--- config.mk ---
export PLATFORM = sky130hd
export DESIGN_NAME = fx_frame_accumulator
export DESIGN_NICKNAME = d
export VERILOG_FILES = /design/src/rtl/fx_frame_accumulator.sv
export SDC_FILE = /design/constraint.sdc
export NUM_CORES = 1
export LEC_CHECK = 0
export ABC_AREA = 1
export CAP_MARGIN = 20
export CORE_ASPECT_RATIO = 1.2
export CORE_MARGIN = 5
export CORE_UTILIZATION = 45
export CTS_BUF_LIST = sky130_fd_sc_hd__clkbuf_8
export DETAILED_ROUTE_END_ITERATION = 10
export GPL_ROUTABILITY_DRIVEN = 0
export PLACE_DENSITY = 0.67
export SLEW_MARGIN = 10
export SYNTH_ARGS = -nofsm -noshare
export SYNTH_HDL_FRONTEND = slang
export SYNTH_SLANG_ARGS = --single-unit
--- constraint.sdc ---
create_clock -name i_clk -period 3.9 [get_ports i_clk]
set_input_delay 0.78 -clock i_clk [delete_from_list [all_inputs] [get_ports i_clk]]
set_output_delay 0.78 -clock i_clk [all_outputs]
set_load 0.005 [all_outputs]
--- src/rtl/fx_frame_accumulator.sv ---
// fx_frame_accumulator
// Sums LEN consecutive valid signed products into one frame result, then
// rounds (half toward +inf), arithmetically shifts by OUT_SHIFT and
// saturates to OUT_W bits. The sample counter is the only frame state:
// count == 0 means idle, anything else means a partial frame is held.
module fx_frame_accumulator #(
    parameter int DATA_W    = 12,
    parameter int LEN       = 8,
    parameter int ACC_W     = 20,
    parameter int OUT_SHIFT = 3,
    parameter int OUT_W     = 12
) (
    input  logic              i_clk,
    input  logic              i_rst,
    input  logic              i_valid,
    input  logic              i_start,
    input  logic [DATA_W-1:0] i_data,
    output logic              o_valid,
    output logic [OUT_W-1:0]  o_data,
    output logic              o_sat,
    output logic              o_busy
);

    localparam int CNT_W = $clog2(LEN);
    localparam logic [CNT_W-1:0] CNT_LAST = CNT_W'(LEN - 1);
    localparam logic [CNT_W-1:0] CNT_ZERO = {CNT_W{1'b0}};
    localparam logic [CNT_W-1:0] CNT_ONE  = CNT_W'(1);

    logic [ACC_W-1:0] acc_r;
    logic [CNT_W-1:0] count_r;
    logic             o_valid_r;
    logic [OUT_W-1:0] o_data_r;
    logic             o_sat_r;

    logic [ACC_W-1:0] data_ext_s;
    logic [ACC_W-1:0] sum_s;
    logic [ACC_W:0]   rnd_s;
    logic [OUT_W-1:0] sat_data_s;
    logic             sat_flag_s;

    // Clip a rounded ACC_W+1 bit value to OUT_W bits; MSB of result is the clip flag.
    function automatic logic [OUT_W:0] saturate(input logic [ACC_W:0] v);
        logic [ACC_W-OUT_W+1:0] upper;
        upper = v[ACC_W:OUT_W-1];
        if ((&upper) || !(|upper)) begin
            return {1'b0, v[OUT_W-1:0]};
        end else if (v[ACC_W]) begin
            return {1'b1, 1'b1, {(OUT_W-1){1'b0}}};
        end else begin
            return {1'b1, 1'b0, {(OUT_W-1){1'b1}}};
        end
    endfunction

    // Sign-extend the sample and form the running sum (fresh load when idle).
    always_comb begin
        data_ext_s = {{(ACC_W-DATA_W){i_data[DATA_W-1]}}, i_data};
        if (count_r == CNT_ZERO) begin
            sum_s = data_ext_s;
        end else begin
            sum_s = acc_r + data_ext_s;
        end
    end

    generate
        if (OUT_SHIFT > 0) begin : g_round
            localparam logic [ACC_W:0] HALF = {{ACC_W{1'b0}}, 1'b1} << (OUT_SHIFT - 1);
            // Round half toward +inf at ACC_W+1 bits, then arithmetic shift.
            always_comb begin
                rnd_s = $signed({sum_s[ACC_W-1], sum_s} + HALF) >>> OUT_SHIFT;
            end
        end else begin : g_no_round
            // No shift: pass the sign-extended sum straight through.
            always_comb begin
                rnd_s = {sum_s[ACC_W-1], sum_s};
            end
        end
    endgenerate

    // Saturate the rounded frame result to the output range.
    always_comb begin
        {sat_flag_s, sat_data_s} = saturate(rnd_s);
    end

    // Frame accumulation, sample counting and registered result output.
    always_ff @(posedge i_clk) begin
        if (i_rst) begin
            acc_r     <= {ACC_W{1'b0}};
            count_r   <= CNT_ZERO;
            o_valid_r <= 1'b0;
            o_data_r  <= {OUT_W{1'b0}};
            o_sat_r   <= 1'b0;
        end else begin
            o_valid_r <= 1'b0;
            if (i_valid) begin
                if (i_start) begin
                    // Explicit start wins, even on the final position.
                    acc_r   <= data_ext_s;
                    count_r <= CNT_ONE;
                end else if (count_r == CNT_LAST) begin
                    acc_r     <= {ACC_W{1'b0}};
                    count_r   <= CNT_ZERO;
                    o_valid_r <= 1'b1;
                    o_data_r  <= sat_data_s;
                    o_sat_r   <= sat_flag_s;
                end else begin
                    acc_r   <= sum_s;
                    count_r <= count_r + CNT_ONE;
                end
            end else begin
                acc_r   <= acc_r;
                count_r <= count_r;
            end
        end
    end

    assign o_valid = o_valid_r;
    assign o_data  = o_data_r;
    assign o_sat   = o_sat_r;
    assign o_busy  = (count_r != CNT_ZERO);

endmodule

Word level (Yosys, flattened, before mapping)
Index checks and enable logic that the tools add are counted.
- flip-flop bits (word level): 37
- latch bits: 0
- RAM bits: 0
- memory bits (read-only): 0
- output and inout port bits: 15
- memories kept: 0
- add/sub/neg operators: 3
- multipliers: 0
- divide/modulo/power cells: 0
- $lt $le $gt $ge: 0
- equal/unequal tests: 1
- shift operators: 0
- mux-type cells: 8
- bitwise operators: 2
- reduce and logical (&&, ||, !) cells: 8
- operator list (kind ; count):
    20-bit 2-to-1 mux ; 3
    20-bit by 4-bit adder with 21-bit output (second input constant) ; 1
    20-bit adder ; 1
    13-bit 2-to-1 mux ; 1
    12-bit 2-to-1 mux ; 1
    7-bit AND reduction ; 1
    7-bit OR reduction ; 1
    3-bit 2-to-1 mux ; 2
    3-bit by 1-bit adder with 3-bit output (second input constant) ; 1
    3-bit == test (second input constant) ; 1
    3-bit logical NOT ; 1
    3-bit AND reduction ; 1
    3-bit nonzero test ; 1
    3-bit OR reduction ; 1
    1-bit inverter ; 2
    1-bit logical NOT ; 1
    1-bit logical OR ; 1
    1-bit 2-to-1 mux ; 1

Longest topological paths before layout
- word-level depth: 7
- depth in mapped cells: 28
- mapped depth without buffers: 27

Least setup slack after synthesis
No wires, ideal clock.
- path type: input -> register
- start: in i_data[0]
- end: reg o_data_r[4], in the netlist o_data[4]
- library setup time: 0.109 ns
- data arrival time: 3.193 ns
- required time: 3.791 ns
- setup slack: 0.599 ns
- cell stages on the path: 28
- path buffers: 1
- cells stage by stage: ha_1 > inv_1 > fa_1 > inv_1 > nand2_2 > nand2_2 > nand3b_2 > nand3_2 > nand2_2 > inv_2 > nand2_1 > nor2_4 > nand2_2 > nor2_4 > nand3_2 > clkinv_2 > nand2_2 > nand2_2 > nand2_1 > nand2_1 > inv_2 > nand2_4 > nand2_4 > buf_12 > nand2_2 > nand3_1 > nand2_1 > inv_1
- cells in the longest elaborated chain, start to end: 7
- elaborated cells between the ends (all ways): 9
- classes of those cells: 2 x add/sub; 3 x mux; 4 x reduce/logical
- ends and longest elaborated chain (item ; RTL line ; source):
    from (decl) ; 17 ; input logic [DATA_W-1:0] i_data,
    20-bit adder ; 60 ; sum_s = acc_r + data_ext_s;
    20-bit 2-to-1 mux * ; 57 ; if (count_r == CNT_ZERO) begin
    20-bit by 4-bit adder with 21-bit output * ; 69 ; rnd_s = $signed({sum_s[ACC_W-1], sum_s} + HALF) >>> OUT_SHIFT;
    7-bit OR reduction ; 45 ; if ((&upper) || !(|upper)) begin
    1-bit logical NOT ; 45 ;
    1-bit logical OR ; 45 ;
    13-bit 2-to-1 mux * ; 45 ;
    to (signal assigned) ; 90 ; o_data_r <= {OUT_W{1'b0}};
    to (signal assigned) ; 103 ; o_data_r <= sat_data_s;
    to (decl) ; 32 ; logic [OUT_W-1:0] o_data_r;
Every way passes the cells marked *; elsewhere a longest branch is shown, timed or not.
A chain may end at the register's enable or synchronous reset.

Worst setup path after layout
- start: in i_data[0]
- end: reg o_data_r[5], in the netlist o_data[5]
The elaborated chain is that of the path after synthesis.

==> flow_summary.json <==
{
  "cts_buffers": 5,
  "cts_max_path_buffers": 2,
  "finalCriticalPeriod_ns": 3.683,
  "syn_to_final_growth_pct": 21.32,
  "ys_seq_area_frac": 0.1918,
  "crit_path_frequent_cell": "nand2_2",
  "postSynth.asyncResetShare": 0,
  "grt_util_all_layers": 0.2082,
  "coreArea_sq_um": 8472,
  "synth_edf_count": 0,
  "cpLargestDelayFamily": "simple AND/OR/NAND/NOR gates",
  "clock_latency_ns": 0.30,
  "final.period_utilization": 0.9444,
  "place_hpwl_um": 8584,
  "synth_cell_types": 38,
  "clkTransAtPathRegs_ns": 0.08,
  "pre_cts_slack_ns": -0.1323,
  "yosys_warnings": 0,
  "relSlewSlack": 0.3680,
  "r2r-start": "count_r[0]$_SDFFE_PP0P_",
  "dr.pass1.iters": 5,
  "fmax_ghz": 0.2715,
  "holdWs_ns": 0.4795,
  "die-height_um": 111.5,
  "drive_above_1_share": 0.2052,
  "ir_drop_mv": 0.1865,
  "power_density_nw_per_um2": 274.9,
  "die-width_um": 94.58,
  "reg2reg_setup_slack_ns": 0.60,
  "die-area_sq_um": 10540,
  "start_util": 0.4559,
  "grt_pass1_vias": 4094,
  "placed_area_sq_um": 4493,
  "setup_viol": 0,
  "slowest_stage": "clkdlybuf4s50_1",
  "slew_violations": 0,
  "routed_wirelength_um": 10880,
  "synth-seq-cells": 37,
  "critPathMaxFanout": 5,
  "syn_nets": 675,
  "synth_top_cells_by_area": "dfxtp_1, nand2_1, inv_1",
  "yosysTopAreaCell": "dfxtp_1",
  "met2_usage": 0.3769,
  "wl_per_cell_um": 13.37,
  "hold_start": "acc_r[0]$_SDFFE_PP0P_",
  "drt-initial-drc-count": 222,
  "drv_cap": 0,
  "worstPathArrival_ns": 3.89,
  "critPathKind": "primary input to register",
  "whs_endpoint": "acc_r[0]$_SDFFE_PP0P_",
  "multi_input_area_sq_um": 2719,
  "io_pins": 31,
  "nets": 736,
  "synthCells": 635,
  "p_leak_nw": 2.484,
  "hp-class": "register to register",
  "final_cell_mix": "nand2_1, inv_1, nand3_1",
  "rr_endpoint": "o_data[5]$_SDFFE_PP0P_",
  "portBuffers": 30,
  "postLayoutCellArea_sq_um": 4686,
  "critical_path.max_stage_delay_ns": 0.50,
  "htreeDepth": 2,
  "avgSynthCellArea_sq_um": 6.083,
  "ctsRootBufferMaster": "clkbuf_8",
  "grt_remaining_overflow": 0,
  "syn-cell-area_sq_um": 3862,
  "busiest_layer": "met2",
  "cp_num_buf_inv": 6,
  "worst_slew_pin_slew_ns": 0.9470,
  "row_count": 37,
  "cp_data_required_time_ns": 4.11,
  "detail-route-antenna-nets": 0,
  "reg2reg_depth": 19,
  "antenna_found_initial": 0,
  "grt_first_pass_wirelength_um": 18040,
  "end_kind": "register",
  "fin_tns_setup_ns": 0,
  "synth_ff_type": "dfxtp_1",
  "skew_ns": 0.006959,
  "cts_tree": "yes",
  "grt.met1_usage": 0.2517,
  "cts_sinks": 37,
  "diodes": 0,
  "grt_max_degree": 32,
  "regArea_sq_um": 740.7,
  "grt_use_met3": 0.02973,
  "viasPerCell": 5.058,
  "status": "finished clean",
  "dr_total_vias": 4117,
  "finalWorstSetupSlack_ns": 0.2168,
  "nFillCells": 837,
  "worstSetupStartpointType": "primary input",
  "whs_path_depth": 2,
  "synth_top_area_share": 0.1918,
  "layout_commonest_cell": "nand2_1",
  "drc": 0,
  "hold_viol": 0
}
-- kinds of logic after synthesis --
| kind of cell | after synthesis | synth area share |
|---|---|---|
| flops | 37 | 0.1918 |
| compound gates | 85 | 0.1208 |
| simple gates | 354 | 0.4522 |
| fa+ha+maj | 24 | 0.07969 |
| buf+inv | 123 | 0.1283 |
| xor+xnor | 12 | 0.02721 |
-- registers in the layout, indices dropped and copies added (netlist names) --
| name | flops |
|---|---|
| acc_r | 20 |
| o_data | 12 |
| count_r | 3 |
| o_sat | 1 |
| o_valid | 1 |
-- worst max path at each step --
stage,start,to,slack (ns),depth (start not counted)
after floorplan,i_data[0],o_data[4]$_SDFFE_PP0P_,0.60,28
after global placement,i_data[11],o_data[0]$_SDFFE_PP0P_,-0.05,22
after detailed placement,i_data[0],o_data[0]$_SDFFE_PP0P_,-0.13,27
after CTS,i_data[0],o_data[0]$_SDFFE_PP0P_,0.17,27
after global routing,i_data[2],o_data[0]$_SDFFE_PP0P_,-0.01,27
final,i_data[0],o_data[5]$_SDFFE_PP0P_,0.22,26
-- synth_stat cells, drive strengths merged, types with 9 or more instances --
cell / n
ha: 23
nand4: 10
inv: 106
nand3: 75
o21a: 10
a21oi: 49
dfxtp: 37
xor2: 11
o21ai: 22
nor2: 39
nand2: 213
clkbuf: 9
-- layer usage --
metal | vias to the layer above | share of wire
li1 | 2143 | -
met1 | 1890 | 0.43
met2 | 65 | 0.52
met3 | 19 | 0.029
met4 | 0 | 0.027
met5 | - | 0
-- power by group --
group	internal, mW	switching (mW)	leakage, nW
Clock	0.127	0.157	0.0445
Combinational	0.219	0.378	2.14
Sequential	0.395	0.0115	0.303
Total	0.741	0.547	2.48
-- layout make-up --
| type | count | area share |
|---|---|---|
| inverters | 108 | 0.08732 |
| repair buffers | 67 | 0.1239 |
| multi-input cells | 477 | 0.5802 |
| flip-flops and latches | 37 | 0.1581 |
| well taps | 117 | 0.03124 |
| clock buffers | 5 | 0.01469 |
| clock inverters | 3 | 0.004539 |
-- worst register-to-register path, cell delays in order (launching register included) --
cell and delay, ns:
dfxtp_1 0.38, inv_1 0.07, ha_1 0.20, nand2_1 0.46, buf_4 0.28, nor2_1 0.07
inv_1 0.33, nand3_1 0.22, inv_1 0.11, nand3_2 0.10, nor2_2 0.12, nand2_1 0.06
nand2_1 0.07, nand2_1 0.07, nor2_2 0.16, nand2_4 0.13, nand3_2 0.15, nand3_1 0.10
nand2_1 0.10, inv_1 0.04
-- per-stage QoR --
stage / std cells / utilization / power (mW)
after floorplan: 635 / - / 0.8182
after global placement: 803 / 0.5304 / 0.9789
after detailed placement: 803 / 0.5304 / 0.9855
after CTS: 811 / 0.5410 / 1.270
after global routing: 814 / 0.5531 / 1.384
final: 814 / 0.5531 / 1.288
-- timing repair --
action | 4_1_cts | 5_1_grt
setup buffers | 0 | 1
endpoints found under the setup margin | 0 | 11
hold buffers | 0 | 0
gates resized for setup | 0 | 19
Note: power is estimated with default switching activity, not from simulation.
